## src/rtl/display_arbiter.sv

```systemverilog
// N-way display source arbiter: debounced cycle button, per-source unlock gating,
// blank frame on every switch, registered outputs to the Matrix/Numbers drivers.
module display_arbiter #(
   parameter int               NUM_SRC      = 4,
   parameter int               MAT_W        = 128,
   parameter int               NUM_W        = 32,
   parameter int               DEBOUNCE_CYC = 100000,
   parameter int               BLANK_CYC    = 50000,
   parameter logic [NUM_W-1:0] NUM_BLANK    = 32'h0000_0000,
   localparam int              IW           = (NUM_SRC > 1) ? $clog2(NUM_SRC) : 1
) (
   input  logic                       clk,
   input  logic                       rst,
   input  logic                       i_btn_next,
   input  logic [NUM_SRC-1:0]         i_src_valid,
   input  logic [NUM_SRC*MAT_W-1:0]   i_matrix_in,
   input  logic [NUM_SRC*NUM_W-1:0]   i_numbers_in,
   output logic [MAT_W-1:0]           o_matrix_out,
   output logic [NUM_W-1:0]           o_numbers_out,
   output logic [NUM_SRC-1:0]         o_src_en,
   output logic [IW-1:0]              o_cur_src,
   output logic                       o_switching
);
   localparam int DW = $clog2(DEBOUNCE_CYC + 1);
   localparam int BW = $clog2(BLANK_CYC + 1);

   typedef enum logic {S_SHOW, S_BLANK} state_t;

   state_t               r_state;
   logic [1:0]           r_sync;
   logic [DW-1:0]        r_db_cnt;
   logic                 r_db_lvl;
   logic                 r_press;
   logic [BW-1:0]        r_blank_cnt;
   logic [IW-1:0]        r_cur;
   logic [MAT_W-1:0]     r_mat;
   logic [NUM_W-1:0]     r_num;
   logic [NUM_SRC-1:0]   r_en;
   logic                 r_sw;

   logic [NUM_SRC-1:0]   w_valid;
   logic [NUM_SRC-1:0]   w_cur_oh;
   logic                 w_cur_valid;
   logic                 w_found;
   logic [IW-1:0]        w_tgt;
   logic [MAT_W-1:0]     w_mat_sel;
   logic [NUM_W-1:0]     w_num_sel;

   assign w_valid     = i_src_valid | {{(NUM_SRC-1){1'b0}}, 1'b1};
   assign w_cur_valid = w_valid[r_cur];
   assign w_cur_oh    = {{(NUM_SRC-1){1'b0}}, 1'b1} << r_cur;
   assign w_mat_sel   = i_matrix_in[r_cur*MAT_W +: MAT_W];
   assign w_num_sel   = i_numbers_in[r_cur*NUM_W +: NUM_W];

   // Round-robin search after r_cur; wrap is explicit so non-power-of-2 counts work.
   always_comb begin
      logic [IW-1:0] w_idx;
      w_found = 1'b0;
      w_tgt   = '0;
      w_idx   = r_cur;
      for (int k = 1; k < NUM_SRC; k++) begin
         if (w_idx == IW'(NUM_SRC - 1)) w_idx = '0;
         else                           w_idx = w_idx + 1'b1;
         if (!w_found && w_valid[w_idx]) begin
            w_found = 1'b1;
            w_tgt   = w_idx;
         end
      end
   end

   always_ff @(posedge clk) begin
      if (rst) begin
         r_sync   <= '0;
         r_db_cnt <= '0;
         r_db_lvl <= 1'b0;
         r_press  <= 1'b0;
      end else begin
         r_sync  <= {r_sync[0], i_btn_next};
         r_press <= 1'b0;
         if (r_sync[1] == r_db_lvl) begin
            r_db_cnt <= '0;
         end else if (r_db_cnt == DW'(DEBOUNCE_CYC - 1)) begin
            r_db_lvl <= ~r_db_lvl;
            r_db_cnt <= '0;
            r_press  <= ~r_db_lvl;
         end else begin
            r_db_cnt <= r_db_cnt + 1'b1;
         end
      end
   end

   always_ff @(posedge clk) begin
      if (rst) begin
         r_state     <= S_SHOW;
         r_cur       <= '0;
         r_blank_cnt <= '0;
         r_en        <= NUM_SRC'(1);
         r_sw        <= 1'b0;
         r_mat       <= '0;
         r_num       <= NUM_BLANK;
      end else begin
         case (r_state)
            S_SHOW: begin
               if ((r_cur != '0 && !w_cur_valid) || (r_press && w_found)) begin
                  // Losing the unlock on the shown source beats a press in the same cycle.
                  r_cur       <= (r_cur != '0 && !w_cur_valid) ? '0 : w_tgt;
                  r_state     <= S_BLANK;
                  r_blank_cnt <= '0;
                  r_mat       <= '0;
                  r_num       <= NUM_BLANK;
                  r_en        <= '0;
                  r_sw        <= 1'b1;
               end else begin
                  r_mat <= w_mat_sel;
                  r_num <= w_num_sel;
                  r_en  <= w_cur_oh;
               end
            end
            S_BLANK: begin
               if (r_cur != '0 && !w_cur_valid) begin
                  r_cur       <= '0;
                  r_blank_cnt <= '0;
               end else if (r_blank_cnt == BW'(BLANK_CYC - 1)) begin
                  r_state <= S_SHOW;
                  r_sw    <= 1'b0;
                  r_mat   <= w_mat_sel;
                  r_num   <= w_num_sel;
                  r_en    <= w_cur_oh;
               end else begin
                  r_blank_cnt <= r_blank_cnt + 1'b1;
               end
            end
            default: r_state <= S_SHOW;
         endcase
      end
   end

   assign o_matrix_out  = r_mat;
   assign o_numbers_out = r_num;
   assign o_src_en      = r_en;
   assign o_cur_src     = r_cur;
   assign o_switching   = r_sw;
endmodule

```

## config.mk

```make
export PLATFORM = sky130hd
export DESIGN_NAME = display_arbiter
export DESIGN_NICKNAME = d
export VERILOG_FILES = /design/src/rtl/display_arbiter.sv
export SDC_FILE = /design/constraint.sdc
export NUM_CORES = 1
export LEC_CHECK = 0
export ABC_AREA = 1
export CAP_MARGIN = 20
export CORE_AREA = 2 2 320 322
export CTS_BUF_LIST = sky130_fd_sc_hd__clkbuf_2 sky130_fd_sc_hd__clkbuf_4 sky130_fd_sc_hd__clkbuf_8
export DETAILED_ROUTE_END_ITERATION = 10
export DIE_AREA = 0 0 322 324
export SYNTH_ARGS = -nofsm -noshare
export SYNTH_HDL_FRONTEND = slang
export SYNTH_SLANG_ARGS = --single-unit
```

## constraint.sdc

```tcl
create_clock -name clk -period 8.5 [get_ports clk]
set_clock_uncertainty 0.15 [all_clocks]
set_input_delay 0.85 -clock clk [delete_from_list [all_inputs] [get_ports clk]]
set_output_delay 0.85 -clock clk [all_outputs]
set_load 0.02 [all_outputs]
```

==> reports/results.txt <==
Dominant synthesized flop cell: dfxtp_1
Largest cells by area after synthesis: dfxtp_1 (33%), o21ai_0 (13%), nand2_1 (12%)
Drt initial violations: 917
I/O pins: 814
Largest net degree at the start of global routing: 124
Final setup violation count: 0
Filler Cells Inserted: 11400
Rel. slew slack: 37.9%
Gr usage total: 11.7%
RSZ-0062 raised after global routing: no
Startpoint type of the worst setup path: flop
Finished Core Util: 22.3%
Max FO, Critical Path: 65
Final ANT Viol Nets: 0
Hold/Removal Path Class: reg2reg
Unique masters post-synth: 35
WP data arrival: 3.56 ns
Total power: 2.84 mW
RePlAce Congestion: 0.880
Die Ht: 324 um
Die W: 322 um
Max frequency: 219 MHz
Biggest area consumer among synthesized cells: dfxtp_1
Final nets: 3337
Number of synthesized register bits: 205
Worst-path clk slew: 0.05 ns
Worst hold path depth: 1
Top-area cell type share of the netlist area: 33.4%
CTS Root Cell: clkbuf_8
Ys Warns: 0
Clk_lat worst skew: 0.69 ns
Worst Max-Slew Pin Slew: 0.931 ns
First-pass GRT wire length: 92.8 mm
Total CTS buffers: 46
Initial antenna violation count: 5
Drt via density: 4.09
CP Capture Type: output port
Ys async rst share: 0%
Hold Fails Final Rpt: 0
Port bufs: 812
Post-Place Worst Slack: 4.11 ns
Dpl hpwl: 48.3 mm
Most common cell in the netlist: nand2_1
FP Rows: 117
Worst setup margin: 3.94 ns
Post-Syn Area: 0.0123 mm^2
Top cells by count, synth: nand2_1 (391), nor2_1 (370), o21ai_0 (326)
Via count: 16500
Data required time of the worst path: 7.50 ns
Die Area: 0.104 mm^2
Remaining global-route overflow: 0
R2r worst-path depth: 13
Mapped Cells: 1970
Average size of a mapped cell: 6.24 um^2
Post-CTS Hold Buffers: 0
Min cycle time layout: 4.56 ns
Final setup TNS: 0 ns
Initial Util: 12.2%
H-tree lvl count: 2
Clock buffer depth: 3
Layout area overhead: 83.4%
Ratio of cells with drive above 1 in the final layout: 5.41%
Sequential element share of the synthesized area: 33.4%
Leakage: 8.39 nW
Clk sink count: 205
Core area: 0.101 mm^2
DRT Wirelength: 66.2 mm
Max-cap violations: 0
Avg WL per Cell: 16.4 um
DRT Pass-1 Iters: 5
Number of enable flip-flop cells after synthesis: 0
Setup Fix Bufs, Post-CTS: 0
Worst IR drop on VDD: 74.9 uV
Critical path class: reg2out
Syn_nets: 2623
Power Density: 126 mW/mm^2
Max-slew violations: 0
DRC viols: 0
Cts repair resizes: 0
TritonCTS clock tree: built
Final worst path period share: 53.6%
Status: completed
Vias in the first global route: 15500
==> power by group <==
group | leakage [nW] | switching [mW] | internal, mW | total, mW
combinational | 6.15 | 0.195 | 0.365 | 0.560
sequential | 1.70 | 0.0220 | 1.00 | 1.03
clock | 0.539 | 0.540 | 0.710 | 1.25
total | 8.39 | 0.757 | 2.08 | 2.84
==> cells by family (layout without fill, tap and decap cells) <==
logic type               count (synthesis)  count (layout)  share of synthesized area, %
other                                    0               3                             0
AND/OR/NAND/NOR                        850             850                          27.7
buffers and inverters                  210             957                          7.39
adder cells (fa/ha/maj)                  6               6                         0.611
flip-flops                             205             205                          33.4
AO/OA/AOI/OAI                          689             689                          30.2
XOR/XNOR                                10              10                         0.713
==> stage by stage <==
step | cell area (um^2) | hold slack (ns) | std cells
after CTS | 22500 | 0.299 | 4026
after detailed placement | 21500 | 0.291 | 3945
after floorplan | 12300 | 0.238 | 1970
after global placement | 21500 | 0.282 | 3945
after global routing | 22500 | 0.324 | 4027
final | 22500 | 0.300 | 4029
==> path summary, 6_finish.rpt <==
check,from,end,slack (ns)
setup / recovery,o_cur_src[1],o_cur_src[1],3.94
hold / removal,r_db_cnt[0],r_db_cnt[0],0.30
setup reg to reg,o_cur_src[0],o_matrix_out[92],4.28
hold reg to reg,r_db_cnt[0],r_db_cnt[0],0.30
==> routing by layer <==
metal	up-vias	track usage, %	part of all wire (%)
li1	8119	-	-
met1	7504	13.6	41
met4	4	6.79	5.1
met2	714	19.3	46
met5	-	0	0.033
met3	143	3.02	7.6
==> area by class of cell <==
| class | instances | area, um^2 | share of cell area, % |
|---|---|---|---|
| sequential | 205 | 4110 | 18.3 |
| clock inverter | 11 | 109 | 0.483 |
| antenna | 3 | 7.51 | 0.0333 |
| multi-input combinational | 1555 | 7290 | 32.4 |
| clock buffer | 70 | 901 | 4.00 |
| timing repair buffer | 831 | 8280 | 36.8 |
| inverter | 45 | 179 | 0.794 |
| tap | 1309 | 1640 | 7.27 |
==> registers in the layout, indices dropped and copies added (netlist names) <==
name,cells
o_matrix_out,128
o_numbers_out,32
r_db_cnt,17
r_blank_cnt,16
o_src_en,4
o_cur_src,2
r_sync,2
o_switching,1
r_db_lvl,1
r_press,1
r_state,1
==> cell usage in the layout, fill, tap and decap left out, types with 2 or more instances in the layout <==
| cell | n |
|---|---|
| nand3_1 | 25 |
| xor2_1 | 10 |
| nand2_2 | 16 |
| ha_1 | 6 |
| nor2_4 | 3 |
| nand2_4 | 2 |
| dfxtp_4 | 2 |
| nand2_1 | 391 |
| diode_2 | 3 |
| o21ai_0 | 326 |
| clkbuf_8 | 60 |
| nor4_1 | 3 |
| inv_1 | 41 |
| buf_4 | 18 |
| clkinv_2 | 7 |
| clkbuf_4 | 10 |
| inv_2 | 2 |
| clkdlybuf4s50_1 | 811 |
| a21oi_1 | 184 |
| dfxtp_1 | 203 |
| o21a_1 | 3 |
| nor3_1 | 20 |
| nand3b_1 | 2 |
| o22ai_1 | 160 |
| nor2_1 | 370 |
| or2_2 | 3 |
| inv_8 | 2 |
| nand4_1 | 12 |
| a21oi_2 | 11 |
==> critical path: stages, from the launching register on <==
cell and delay [ns]:
dfxtp_4 0.35, buf_4 0.44, buf_4 0.63, buf_4 0.64, clkdlybuf4s50_1 0.73
(Power assumes the default switching activity.)
